File: src/rtl/ifu_fetch_if.sv
// Instruction-memory request/acknowledge bus between the fetch stage and imem.
// The fetch stage is the master; memory answers with ack/rdata.
interface ifu_fetch_if;
    logic        req;
    logic [31:0] addr;
    logic        ack;
    logic [31:0] rdata;

    modport master (output req, output addr, input ack, input rdata);
    modport slave  (input req, input addr, output ack, output rdata);
endinterface

File: src/rtl/ifu_fetch.sv
// MIPS fetch stage: owns the PC, fetches over a variable-latency req/ack bus,
// applies D-stage redirects with one delay slot and emits NOP bubbles while waiting.
module ifu_fetch #(
    parameter logic [31:0] RESET_PC = 32'h0000_3000,
    parameter int          CNT_W    = 32
) (
    input  logic             clk,
    input  logic             clr_n,
    input  logic             stall,
    input  logic             branch,
    input  logic [31:0]      npcout,
    output logic [31:0]      instr,
    output logic [31:0]      pc8,
    output logic             instr_valid,
    output logic             fetch_busy,
    output logic [CNT_W-1:0] bubble_cnt,
    ifu_fetch_if.master      imem
);

    typedef enum logic [1:0] {
        ST_START = 2'd0,
        ST_WAIT  = 2'd1,
        ST_HOLD  = 2'd2
    } state_t;

    state_t           state_reg, state_next;
    logic [31:0]      pc_reg, pc_next;
    logic             pend_reg, pend_next;
    logic [31:0]      ptgt_reg, ptgt_next;
    logic [31:0]      buffer_reg, buffer_next;
    logic [CNT_W-1:0] bubble_cnt_reg, bubble_cnt_next;
    logic             consume;
    logic [31:0]      npc_aligned;
    logic             unused_npc_bits;

    assign npc_aligned     = {npcout[31:2], 2'b00};
    assign unused_npc_bits = ^npcout[1:0];

    always_ff @(posedge clk or negedge clr_n) begin
        if (!clr_n) begin
            state_reg      <= ST_START;
            pc_reg         <= RESET_PC;
            pend_reg       <= 1'b0;
            ptgt_reg       <= '0;
            buffer_reg     <= '0;
            bubble_cnt_reg <= '0;
        end else begin
            state_reg      <= state_next;
            pc_reg         <= pc_next;
            pend_reg       <= pend_next;
            ptgt_reg       <= ptgt_next;
            buffer_reg     <= buffer_next;
            bubble_cnt_reg <= bubble_cnt_next;
        end
    end

    always_comb begin
        state_next  = state_reg;
        pend_next   = pend_reg;
        ptgt_next   = ptgt_reg;
        buffer_next = buffer_reg;
        pc_next     = pc_reg;
        imem.req    = 1'b0;
        imem.addr   = {pc_reg[31:2], 2'b00};
        instr       = '0;
        instr_valid = 1'b0;
        fetch_busy  = 1'b0;
        consume     = 1'b0;

        case (state_reg)
            ST_START: state_next = ST_WAIT;
            ST_WAIT: begin
                imem.req = 1'b1;
                if (imem.ack) begin
                    instr       = imem.rdata;
                    instr_valid = 1'b1;
                    if (stall) begin
                        buffer_next = imem.rdata;
                        state_next  = ST_HOLD;
                    end
                end else begin
                    fetch_busy = 1'b1;
                    // The outstanding fetch becomes the delay slot; redirect after it lands.
                    if (!stall && branch) begin
                        pend_next = 1'b1;
                        ptgt_next = npc_aligned;
                    end
                end
            end
            ST_HOLD: begin
                instr       = buffer_reg;
                instr_valid = 1'b1;
                if (!stall) state_next = ST_WAIT;
            end
            default: state_next = ST_START;
        endcase

        consume = instr_valid & ~stall;
        if (consume) begin
            pend_next = 1'b0;
            if (pend_reg)    pc_next = ptgt_reg;
            else if (branch) pc_next = npc_aligned;
            else             pc_next = pc_reg + 32'd4;
        end
    end

    always_comb begin
        bubble_cnt_next = bubble_cnt_reg;
        if (!instr_valid && !stall && (bubble_cnt_reg != {CNT_W{1'b1}}))
            bubble_cnt_next = bubble_cnt_reg + {{(CNT_W-1){1'b0}}, 1'b1};
    end

    assign pc8        = pc_reg + 32'd8;
    assign bubble_cnt = bubble_cnt_reg;

endmodule
File: src/flat_wrapper.sv
// flat-port wrapper written by rule: the top's interface ports become plain ports
module ifu_fetch_flat 
#(
    parameter logic [31:0] RESET_PC = 32'h0000_3000,
    parameter int          CNT_W    = 32
)
  (clk, clr_n, stall, branch, npcout, instr, pc8, instr_valid, fetch_busy, bubble_cnt, imem_req, imem_addr, imem_ack, imem_rdata);
  ifu_fetch_if imem_i ();
  input  logic clk;
  input  logic clr_n;
  input  logic stall;
  input  logic branch;
  input  logic [31:0] npcout;
  output logic [31:0] instr;
  output logic [31:0] pc8;
  output logic instr_valid;
  output logic fetch_busy;
  output logic [CNT_W-1:0] bubble_cnt;
  output wire logic [$bits(imem_i.req)-1:0] imem_req;
  output wire logic [$bits(imem_i.addr)-1:0] imem_addr;
  input wire logic [$bits(imem_i.ack)-1:0] imem_ack;
  input wire logic [$bits(imem_i.rdata)-1:0] imem_rdata;
  assign imem_req = imem_i.req;
  assign imem_addr = imem_i.addr;
  assign imem_i.ack = imem_ack;
  assign imem_i.rdata = imem_rdata;
  ifu_fetch #(.RESET_PC(RESET_PC), .CNT_W(CNT_W)) u_core (.clk(clk), .clr_n(clr_n), .stall(stall), .branch(branch), .npcout(npcout), .instr(instr), .pc8(pc8), .instr_valid(instr_valid), .fetch_busy(fetch_busy), .bubble_cnt(bubble_cnt), .imem(imem_i));
endmodule
File: config.mk
export PLATFORM = sky130hd
export DESIGN_NAME = ifu_fetch_flat
export DESIGN_NICKNAME = d
export VERILOG_FILES = /design/src/rtl/ifu_fetch_if.sv /design/src/rtl/ifu_fetch.sv /design/src/flat_wrapper.sv
export SDC_FILE = /design/constraint.sdc
export NUM_CORES = 1
export LEC_CHECK = 0
export CAP_MARGIN = 20
export CORE_MARGIN = 10
export CORE_UTILIZATION = 49
export DETAILED_ROUTE_END_ITERATION = 8
export GPL_TIMING_DRIVEN = 0
export HOLD_SLACK_MARGIN = 0.08
export PLACE_DENSITY = 0.87
export SYNTH_ARGS = -nofsm -noshare
export SYNTH_HDL_FRONTEND = slang
export SYNTH_SLANG_ARGS = --single-unit
File: constraint.sdc
create_clock -name clk -period 2.7 [get_ports clk]
set_clock_uncertainty 0.1 [all_clocks]
set_input_delay 0.27 -clock clk [delete_from_list [all_inputs] [get_ports clk]]
set_output_delay 0.27 -clock clk [all_outputs]
set_load 0.02 [all_outputs]
## After elaboration in Yosys (flattened, before gate mapping)

Cells that the tools add are included.

| word-level totals | value |
|---|---|
| latch bits | 0 |
| bits in writable memories | 0 |
| flip-flop bits (word level) | 129 |
| bits in read-only memories | 0 |
| memories kept | 0 |
| output and inout bits | 131 |
| logic and storage cells | 48 |

| cells by class | value |
|---|---|
| mux-type cells | 17 |
| $add $sub $neg | 3 |
| shift-type cells | 0 |
| eq/ne operators | 7 |
| divide/modulo/power cells | 0 |
| multiply operators | 0 |
| reductions and logical operators | 12 |
| bitwise gates (word level) | 3 |
| order comparisons | 0 |

Operators by type and width:

| operator | count |
|---|---|
| 32-bit two-way mux | 3 |
| 32-bit case mux with 2 select lines | 1 |
| 32-bit by 1-bit adder with 32-bit output (second input constant) | 1 |
| 32-bit by 3-bit adder with 32-bit output (second input constant) | 1 |
| 32-bit by 4-bit adder with 32-bit output (second input constant) | 1 |
| 32-bit != test (second input constant) | 1 |
| 3-bit AND reduction | 4 |
| 1-bit two-way mux | 8 |
| 2-bit two-way mux | 3 |
| 2-bit != test (second input constant) | 3 |
| 2-bit case mux with 3 select lines | 1 |
| 2-bit nonzero test | 2 |
| 1-bit logical AND | 3 |
| 2-bit by 1-bit == test with 1-bit output (second input constant) | 1 |
| 2-bit == test (second input constant) | 1 |
| 1-bit logical NOT | 2 |
| 2-bit logical NOT | 1 |
| 2-bit by 1-bit != test with 1-bit output (second input constant) | 1 |
| 1-bit inverter | 2 |
| 1-bit case mux with 2 select lines | 1 |
| 1-bit bitwise AND | 1 |

## Longest topological paths before layout

Gate-level depths: netlist of run 1.

| logic depth | value |
|---|---|
| word-level depth | 6 |
| gate-level depth with buffers | 10 |
| gate-level depth less buffers | 8 |

## Worst setup path after synthesis of run 1

OpenSTA, ideal clock, no wires.

| timing path | value |
|---|---|
| path kind | register to output |
| start | register u_core.pc_reg[9] |
| end | output port pc8[31] |
| stages on the path, launching flop included | 9 |
| path slack | 30 ps |
| arrival | 2,300 ps |
| cell sequence | dfrtp_1 buf_2 nand4_2 or2_1 buf_6 nor3_1 and2_1 nand4_1 xnor2_1 |

| between the ends | value |
|---|---|
| longest elaborated chain between the ends | 1 |

RTL lines:

| element | line | RTL |
|---|---|---|
| from (decl) | ifu_fetch.sv:27 | `logic [31:0] pc_reg, pc_next;` |
| from (signal assigned) | ifu_fetch.sv:49 | `pc_reg <= pc_next;` |
| 32-bit by 4-bit adder with 32-bit output | ifu_fetch.sv:113 | `assign pc8 = pc_reg + 32'd8;` |
| to (decl) | flat_wrapper.sv:15 | `output logic [31:0] pc8;` |

Every way passes these cells.

## Worst setup path after layout of run 1

| timing path | value |
|---|---|
| start | register u_core.pc_reg[12] |
| end | output port pc8[31] |

The elaborated chain is that of the path after synthesis.

==> results.rst, run 1 <==
.. list-table::
   :header-rows: 1

   * - Metric
     - Value
   * - Routed vias
     - 6944
   * - Leading post-synthesis cells by cell area
     - sky130_fd_sc_hd__dfrtp_1 (43%), sky130_fd_sc_hd__mux2_2 (9.6%), sky130_fd_sc_hd__xnor2_1 (5.0%)
   * - Endpoints failing hold
     - 0
   * - Final instance area
     - 10300 sq um
   * - First-pass iteration count of the detailed router
     - 6
   * - Placed cell area
     - 9440 sq um
   * - Ordered list of cells on the worst path
     - nand4_4 > or2_1 > buf_6 > nor3_4 > and2_4 > nand4_1 > xnor2_1 > buf_4
   * - Maximum net fanout on the critical path
     - 4
   * - Library cell occupying the most area in the post-synthesis netlist
     - sky130_fd_sc_hd__dfrtp_1
   * - Top FF cell, synth
     - sky130_fd_sc_hd__dfrtp_1
   * - Kind of critical path
     - reg -> out
   * - Final count of pins violating max slew
     - 0
   * - Share of async-settable or async-resettable flops after synthesis
     - 100%
   * - Share of the yosys chip area belonging to registers
     - 44.0%
   * - Worst endpoint data arrival time
     - 2370 ps
   * - Slew at the pin closest to its max-slew limit
     - 905 ps
   * - Outcome
     - complete, but fails checks
   * - Class of the most critical hold timing path
     - in -> async
   * - Number of flops mapped to enable cells by yosys
     - 0
   * - RSZ-0062 raised after global routing
     - yes
   * - Number of warnings printed during yosys synthesis
     - 0
   * - Full die area
     - 20000 sq um
   * - Critical Path Start Type
     - register
   * - Most common library cells after synthesis
     - sky130_fd_sc_hd__dfrtp_1 (125), sky130_fd_sc_hd__mux2_2 (62), sky130_fd_sc_hd__nand2_1 (56)
   * - Placer's final routability congestion estimate
     - 0.949
   * - Register clock-pin slew on the reported worst setup and hold paths
     - 60 ps
   * - Required time of the critical path
     - 2330 ps
   * - Slowest CP cell
     - sky130_fd_sc_hd__dfstp_2
   * - Number of buffers created by CTS
     - 17
   * - Number of global-route vias before repair
     - 7128
   * - Port-buffer cells
     - 193
   * - Register-to-register path setup slack
     - 120 ps
   * - Final Hold Slack
     - 206 ps
   * - Critical path buffers and inverters
     - 2
   * - DP Wirelength
     - 16.9 mm
   * - Antenna violations before repair
     - 0
   * - Layout overhead on the synthesized area
     - 42.2%
   * - DRC
     - 0
   * - Number of nets in the layout
     - 1058
   * - Time the worst path needs with I/O delays and setup
     - 2740 ps
   * - Vias per std cell
     - 5.89
   * - Row cnt
     - 44
   * - Fraction of final layout cells sized beyond drive strength 1
     - 23.8%
   * - Wire length of the first global-routing pass
     - 37.5 mm
   * - Fraction of the cycle the final worst path needs
     - 102%
   * - Die Width
     - 142 microns
   * - Clock tree from TritonCTS
     - built
   * - Setup slack after placement
     - -741 ps
   * - Vertical extent of the die
     - 142 microns
   * - Synthesized area
     - 7240 sq um
   * - Flop and latch count out of synthesis
     - 127
   * - Number of nets with antenna violations after routing
     - 0
   * - Number of distinct standard cells referenced by the synthesized netlist
     - 67
   * - Most repeated cell in the gate-level netlist after synthesis
     - sky130_fd_sc_hd__dfrtp_1
   * - Count of endpoints failing setup in the final report
     - 5
   * - Sum Neg Setup Slack
     - -149 ps
   * - Cell count after synthesis
     - 743
   * - Total routing usage reported by global routing
     - 23.0%
   * - CP endpoint kind
     - primary output
   * - Filler cells
     - 1057
   * - Critical Path Max Stage Delay
     - 560 ps
   * - Average detailed-routed wire length per instance
     - 20.7 microns
   * - Top delay family on crit path
     - simple AND/OR/NAND/NOR gates
   * - Later-pin clock latency in the skew report
     - 420 ps
   * - Post-synthesis average cell area
     - 9.74 sq um
   * - Slew margin rel.
     - 39.1%
   * - Power per Cell Area
     - 1080 nW/um^2
   * - Pin count of the biggest net entering global routing
     - 99
   * - Number of maximum-capacitance constraint violations
     - 0
   * - Clock H-tree levels
     - 4
   * - Violations in the final reports
     - setup timing
   * - Iteration-0 DRC count of the detailed router
     - 801
   * - Initial standard-cell utilization of the core
     - 50.0%
   * - Root buffer cell
     - sky130_fd_sc_hd__clkbuf_16
   * - Maximum resistive drop on vdd
     - 614 uV
   * - Post-route worst setup slack
     - -41.0 ps
   * - DRT Wirelength
     - 24.3 mm
   * - Total leakage power
     - 4.39 nW
   * - Num ports
     - 200
   * - Ant diodes
     - 0
   * - Max Clk Rate
     - 365 MHz
   * - Post-layout util
     - 71.1%
   * - Global-route congestion overflow total
     - 0
   * - Maximum clock insertion buffer count
     - 2
   * - Clock sink count
     - 127
   * - Area of the core
     - 14500 sq um
   * - Proportion of netlist area held by the largest area contributor
     - 43.2%
-- cell usage in the layout (no fill, tap or decap), types with 6 or more instances in the layout --
| cell type | n |
|---|---|
| sky130_fd_sc_hd__a31oi_1 | 6 |
| sky130_fd_sc_hd__buf_4 | 45 |
| sky130_fd_sc_hd__a21oi_1 | 33 |
| sky130_fd_sc_hd__clkbuf_2 | 40 |
| sky130_fd_sc_hd__nand4_1 | 20 |
| sky130_fd_sc_hd__clkbuf_16 | 17 |
| sky130_fd_sc_hd__nand3_1 | 22 |
| sky130_fd_sc_hd__xor2_1 | 25 |
| sky130_fd_sc_hd__xnor2_1 | 37 |
| sky130_fd_sc_hd__nor2_1 | 48 |
| sky130_fd_sc_hd__dfrtp_1 | 121 |
| sky130_fd_sc_hd__inv_1 | 20 |
| sky130_fd_sc_hd__clkbuf_8 | 6 |
| sky130_fd_sc_hd__mux2_2 | 62 |
| sky130_fd_sc_hd__and3_1 | 12 |
| sky130_fd_sc_hd__nor2b_1 | 34 |
| sky130_fd_sc_hd__a22oi_1 | 32 |
| sky130_fd_sc_hd__nand2_1 | 53 |
| sky130_fd_sc_hd__clkdlybuf4s50_1 | 138 |
| sky130_fd_sc_hd__dlygate4sd2_1 | 7 |
| sky130_fd_sc_hd__o21ai_0 | 38 |
| sky130_fd_sc_hd__clkbuf_1 | 18 |
-- kinds of logic after synthesis --
| kind of cell | count (synthesis) | synth area share [%] |
|---|---|---|
| AO/OA/AOI/OAI | 155 | 14.2 |
| XOR/XNOR | 66 | 7.99 |
| adder cells (fa/ha/maj) | 8 | 1.38 |
| buffers and inverters | 75 | 4.43 |
| flip-flops | 127 | 44.0 |
| multiplexers | 67 | 10.3 |
| other | 1 | 0.0518 |
| AND/OR/NAND/NOR | 244 | 17.7 |
-- layout make-up --
| cell class | instances | area [sq um] | area share, % |
|---|---|---|---|
| Buffer | 49 | 278 | 2.70 |
| Clock buffer | 24 | 512 | 4.97 |
| Clock inverter | 8 | 126 | 1.23 |
| Inverter | 20 | 75.1 | 0.729 |
| Multi-Input combinational cell | 544 | 3900 | 37.9 |
| Sequential cell | 127 | 3190 | 31.0 |
| Tap cell | 184 | 230 | 2.24 |
| Timing Repair Buffer | 222 | 1980 | 19.3 |
-- routing by layer --
metal  share of wire, %  wire length [microns]  track usage [%]  up-vias
li1                   -                      -                -     3130
met1                 37                   9070             25.8     3328
met5                  0                      0                0        -
met4                2.5                    598             8.18        0
met3                 11                   2660             9.21       67
met2                 49                  12000             38.7      419
-- metrics by stage --
| stage | cells | power [mW] |
|---|---|---|
| finish | 1178 | 11.1 |
| detailed placement | 1124 | 8.55 |
| CTS | 1162 | 11.0 |
| global placement | 1123 | 8.40 |
| floorplan | 746 | 6.31 |
| global route | 1178 | 11.7 |
-- final timing paths --
kind,endpoint,startpoint,depth (start not counted)
setup / recovery,pc8[31],u_core.pc_reg[12],8
hold / removal,u_core.pc_reg[23],clr_n,2
setup reg to reg,u_core.ptgt_reg[20],u_core.state_reg[1],7
hold reg to reg,u_core.bubble_cnt[31],u_core.bubble_cnt[31],1
max in group asynchronous,u_core.bubble_cnt[24],clr_n,3
min in group clk,u_core.ptgt_reg[30],npcout[30],3
-- power by group --
part           leakage (nW)  internal (mW)  switching (mW)
combinational          2.52           2.43            2.84
clock                 0.305           1.60           0.850
sequential             1.57           2.68           0.745
-- worst register-to-register path, delay by kind of cell, from the launching register on --
kind,cells,cell delay [ps]
flip-flops,1,410
adder cells (fa/ha/maj),1,220
buffers and inverters,3,800
multiplexers,1,390
AND/OR/NAND/NOR,2,540
-- timing repair --
item | CTS | global route
endpoints found under the hold margin | 126 | 0
pin swaps | 7 | 10
buffers inserted | 10 | 17
endpoints found under the setup margin | 82 | 76
resized for setup | 147 | 91
hold buffers | 1 | 0
Note: power is estimated with default switching activity, not from simulation.
==> inputs of run 2 (changes only) <==
- CORE_MARGIN: 10 -> not set
- SETUP_SLACK_MARGIN: not set -> 0.4
==> run 2 against run 1 <==
Effect of this change: the run still ends with setup timing left; global-route usage grew 7.6 points; fmax down 0.25%; non-clock buffer count rose by 27; wire length grew 5.5%; critical path depth decreased by 1; clock-buffer cell count fell by 2; power is 8.5% higher; register-to-register slack lost 50 ps; critical endpoint is now pc8[26]; largest power group unchanged.
==> results.rst, run 2 (synthesis results as in run 1) <==
.. list-table::
   :header-rows: 1

   * - Metric
     - Value
   * - Time the worst path needs with I/O delays and setup
     - 2750 ps
   * - Worst endpoint data arrival time
     - 2380 ps
   * - WL met2
     - 12.6 mm
   * - Power, Total
     - 12.1 mW
   * - Maximum resistive drop on vdd
     - 602 uV
   * - Top Metal Used
     - met4
   * - Later-pin clock latency in the skew report
     - 420 ps
   * - Top cell by count, worst path
     - sky130_fd_sc_hd__or3_4
   * - Wire length of the first global-routing pass
     - 35.5 mm
   * - Num ports
     - 200
   * - Most frequent standard cell in the layout excluding fill and tap cells
     - sky130_fd_sc_hd__clkdlybuf4s50_1
   * - DP Wirelength
     - 15.0 mm
   * - Critical Path Max Stage Delay
     - 580 ps
   * - Ordered list of cells on the worst path
     - nand4_4 > or3_4 > buf_8 > or3_4 > nor2_4 > xor2_4 > buf_6
   * - Antenna violations before repair
     - 0
   * - Number of maximum-capacitance constraint violations
     - 0
   * - Kind of critical path
     - reg -> out
   * - Final count of pins violating max slew
     - 0
   * - Outcome
     - complete, but fails checks
   * - Class of the most critical hold timing path
     - in -> async
   * - Number of global-route vias before repair
     - 6999
   * - Register area
     - 3200 sq um
   * - Full die area
     - 15300 sq um
   * - Cell Count, Final, Fillers Out
     - 1205
   * - Average detailed-routed wire length per instance
     - 21.3 microns
   * - Final instance area
     - 11200 sq um
   * - Placer's final routability congestion estimate
     - 0.924
   * - Register clock-pin slew on the reported worst setup and hold paths
     - 60 ps
   * - DRT Wirelength
     - 25.7 mm
   * - Most frequent cells in the layout
     - sky130_fd_sc_hd__clkdlybuf4s50_1 (131), sky130_fd_sc_hd__dfrtp_1 (112), sky130_fd_sc_hd__buf_4 (82)
   * - Total routing usage reported by global routing
     - 30.7%
   * - Number of nets in the layout
     - 1085
   * - Ant diodes
     - 0
   * - Area of the core
     - 14500 sq um
   * - Die Width
     - 124 microns
   * - Final Hold Slack
     - 236 ps
   * - Maximum clock insertion buffer count
     - 2
   * - Iteration-0 DRC count of the detailed router
     - 810
   * - Clock H-tree levels
     - 4
   * - RSZ-0062 raised after global routing
     - yes
   * - Root buffer cell
     - sky130_fd_sc_hd__clkbuf_16
   * - Total leakage power
     - 4.76 nW
   * - Sum Neg Setup Slack
     - -152 ps
   * - Power per Cell Area
     - 1080 nW/um^2
   * - CP startpoint
     - u_core.pc_reg[13]
   * - Layout overhead on the synthesized area
     - 54.8%
   * - Port-buffer cells
     - 193
   * - Endpoints failing hold
     - 0
   * - Violations in the final reports
     - setup timing
   * - Number of nets with antenna violations after routing
     - 0
   * - Placed cell area
     - 9550 sq um
   * - Fraction of the cycle the final worst path needs
     - 102%
   * - Max Clk Rate
     - 364 MHz
   * - Post-layout util
     - 77.4%
   * - DRC
     - 0
   * - Area used by multi-input combinational logic
     - 4330 sq um
   * - Register-to-register path setup slack
     - 70 ps
   * - Routed vias
     - 7429
   * - Fraction of final layout cells sized beyond drive strength 1
     - 34.1%
   * - Met3 Routed Length
     - 2.84 mm
   * - Count of endpoints failing setup in the final report
     - 5
   * - First-pass iteration count of the detailed router
     - 9
   * - Pin count of the biggest net entering global routing
     - 84
   * - CP endpoint kind
     - primary output
   * - Critical Path Start Type
     - register
   * - Vertical extent of the die
     - 124 microns
   * - Vias per std cell
     - 6.17
   * - Required time of the critical path
     - 2330 ps
   * - Clock tree from TritonCTS
     - built
   * - Number of buffers created by CTS
     - 17
   * - Filler cells
     - 859
   * - Initial standard-cell utilization of the core
     - 50.0%
   * - Maximum net fanout on the critical path
     - 3
   * - Row cnt
     - 44
   * - Global-route congestion overflow total
     - 0
   * - Slew at the pin closest to its max-slew limit
     - 766 ps
   * - Post-route worst setup slack
     - -47.7 ps
   * - Setup slack after placement
     - -354 ps
   * - Number of cells after detailed placement
     - 1124
   * - RR Startpoint
     - u_core.pc_reg[13]
   * - Total routed wire length on the met1 layer
     - 9.33 mm
   * - Clock sink count
     - 127
   * - Slew margin rel.
     - 49.0%
   * - Slowest CP cell
     - sky130_fd_sc_hd__dfstp_2
==> run 2: cell types whose count changed in the layout (fill, tap and decap cells not counted), sizes merged, moves of 2 or more <==
cell,change
buf,+68
clkbuf,-32
clkdlybuf4s50,-7
clkinv,+3
clkinvlp,-2
dlygate4sd2,-4
==> run 2: cell type report <==
class,count,share of cell area (%)
multi-input cells,544,38.6
flip-flops and latches,127,28.5
repair buffers,243,20.5
clock buffers,22,4.14
plain buffers,55,4.00
well taps,184,2.06
clock inverters,10,1.43
inverters,20,0.670
==> run 2: report_power, final <==
group	switching (mW)	total [mW]	internal, mW
Sequential	0.827	3.52	2.69
Clock	0.870	2.46	1.59
Combinational	3.17	6.12	2.95
==> run 2: worst max-delay path: cells and delay by family, from the launching register on <==
family	cells	cell delay [ps]
buffers and inverters	2	270
xor gates and xnor gates	1	150
DFF	1	580
and+or+nand+nor	4	950
==> run 2: final timing paths <==
| check | to | cells after the start |
|---|---|---|
| max in group asynchronous | u_core.state_reg[0] | 3 |
| worst max register to register | u_core.pc_reg[24] | 10 |
| min in group clk | u_core.ptgt_reg[29] | 3 |
| worst max-delay path | pc8[26] | 7 |
| worst min register to register | u_core.ptgt_reg[2] | 1 |
| worst min-delay path | u_core.pc_reg[26] | 2 |
==> run 2: layer usage <==
metal	vias to the layer above	track usage, %
met5	-	0
met4	0	13.9
met3	122	8.81
met2	574	49.8
met1	3552	37.8
li1	3181	-
==> run 2: timing repair <==
action                                  CTS  global route
hold buffers                              1             0
pin swaps                                18            36
endpoints found under the hold margin    44             0
endpoints found under the setup margin  140           125
setup buffers                            24            21
cloned                                    0             3
resized for setup                       341           133
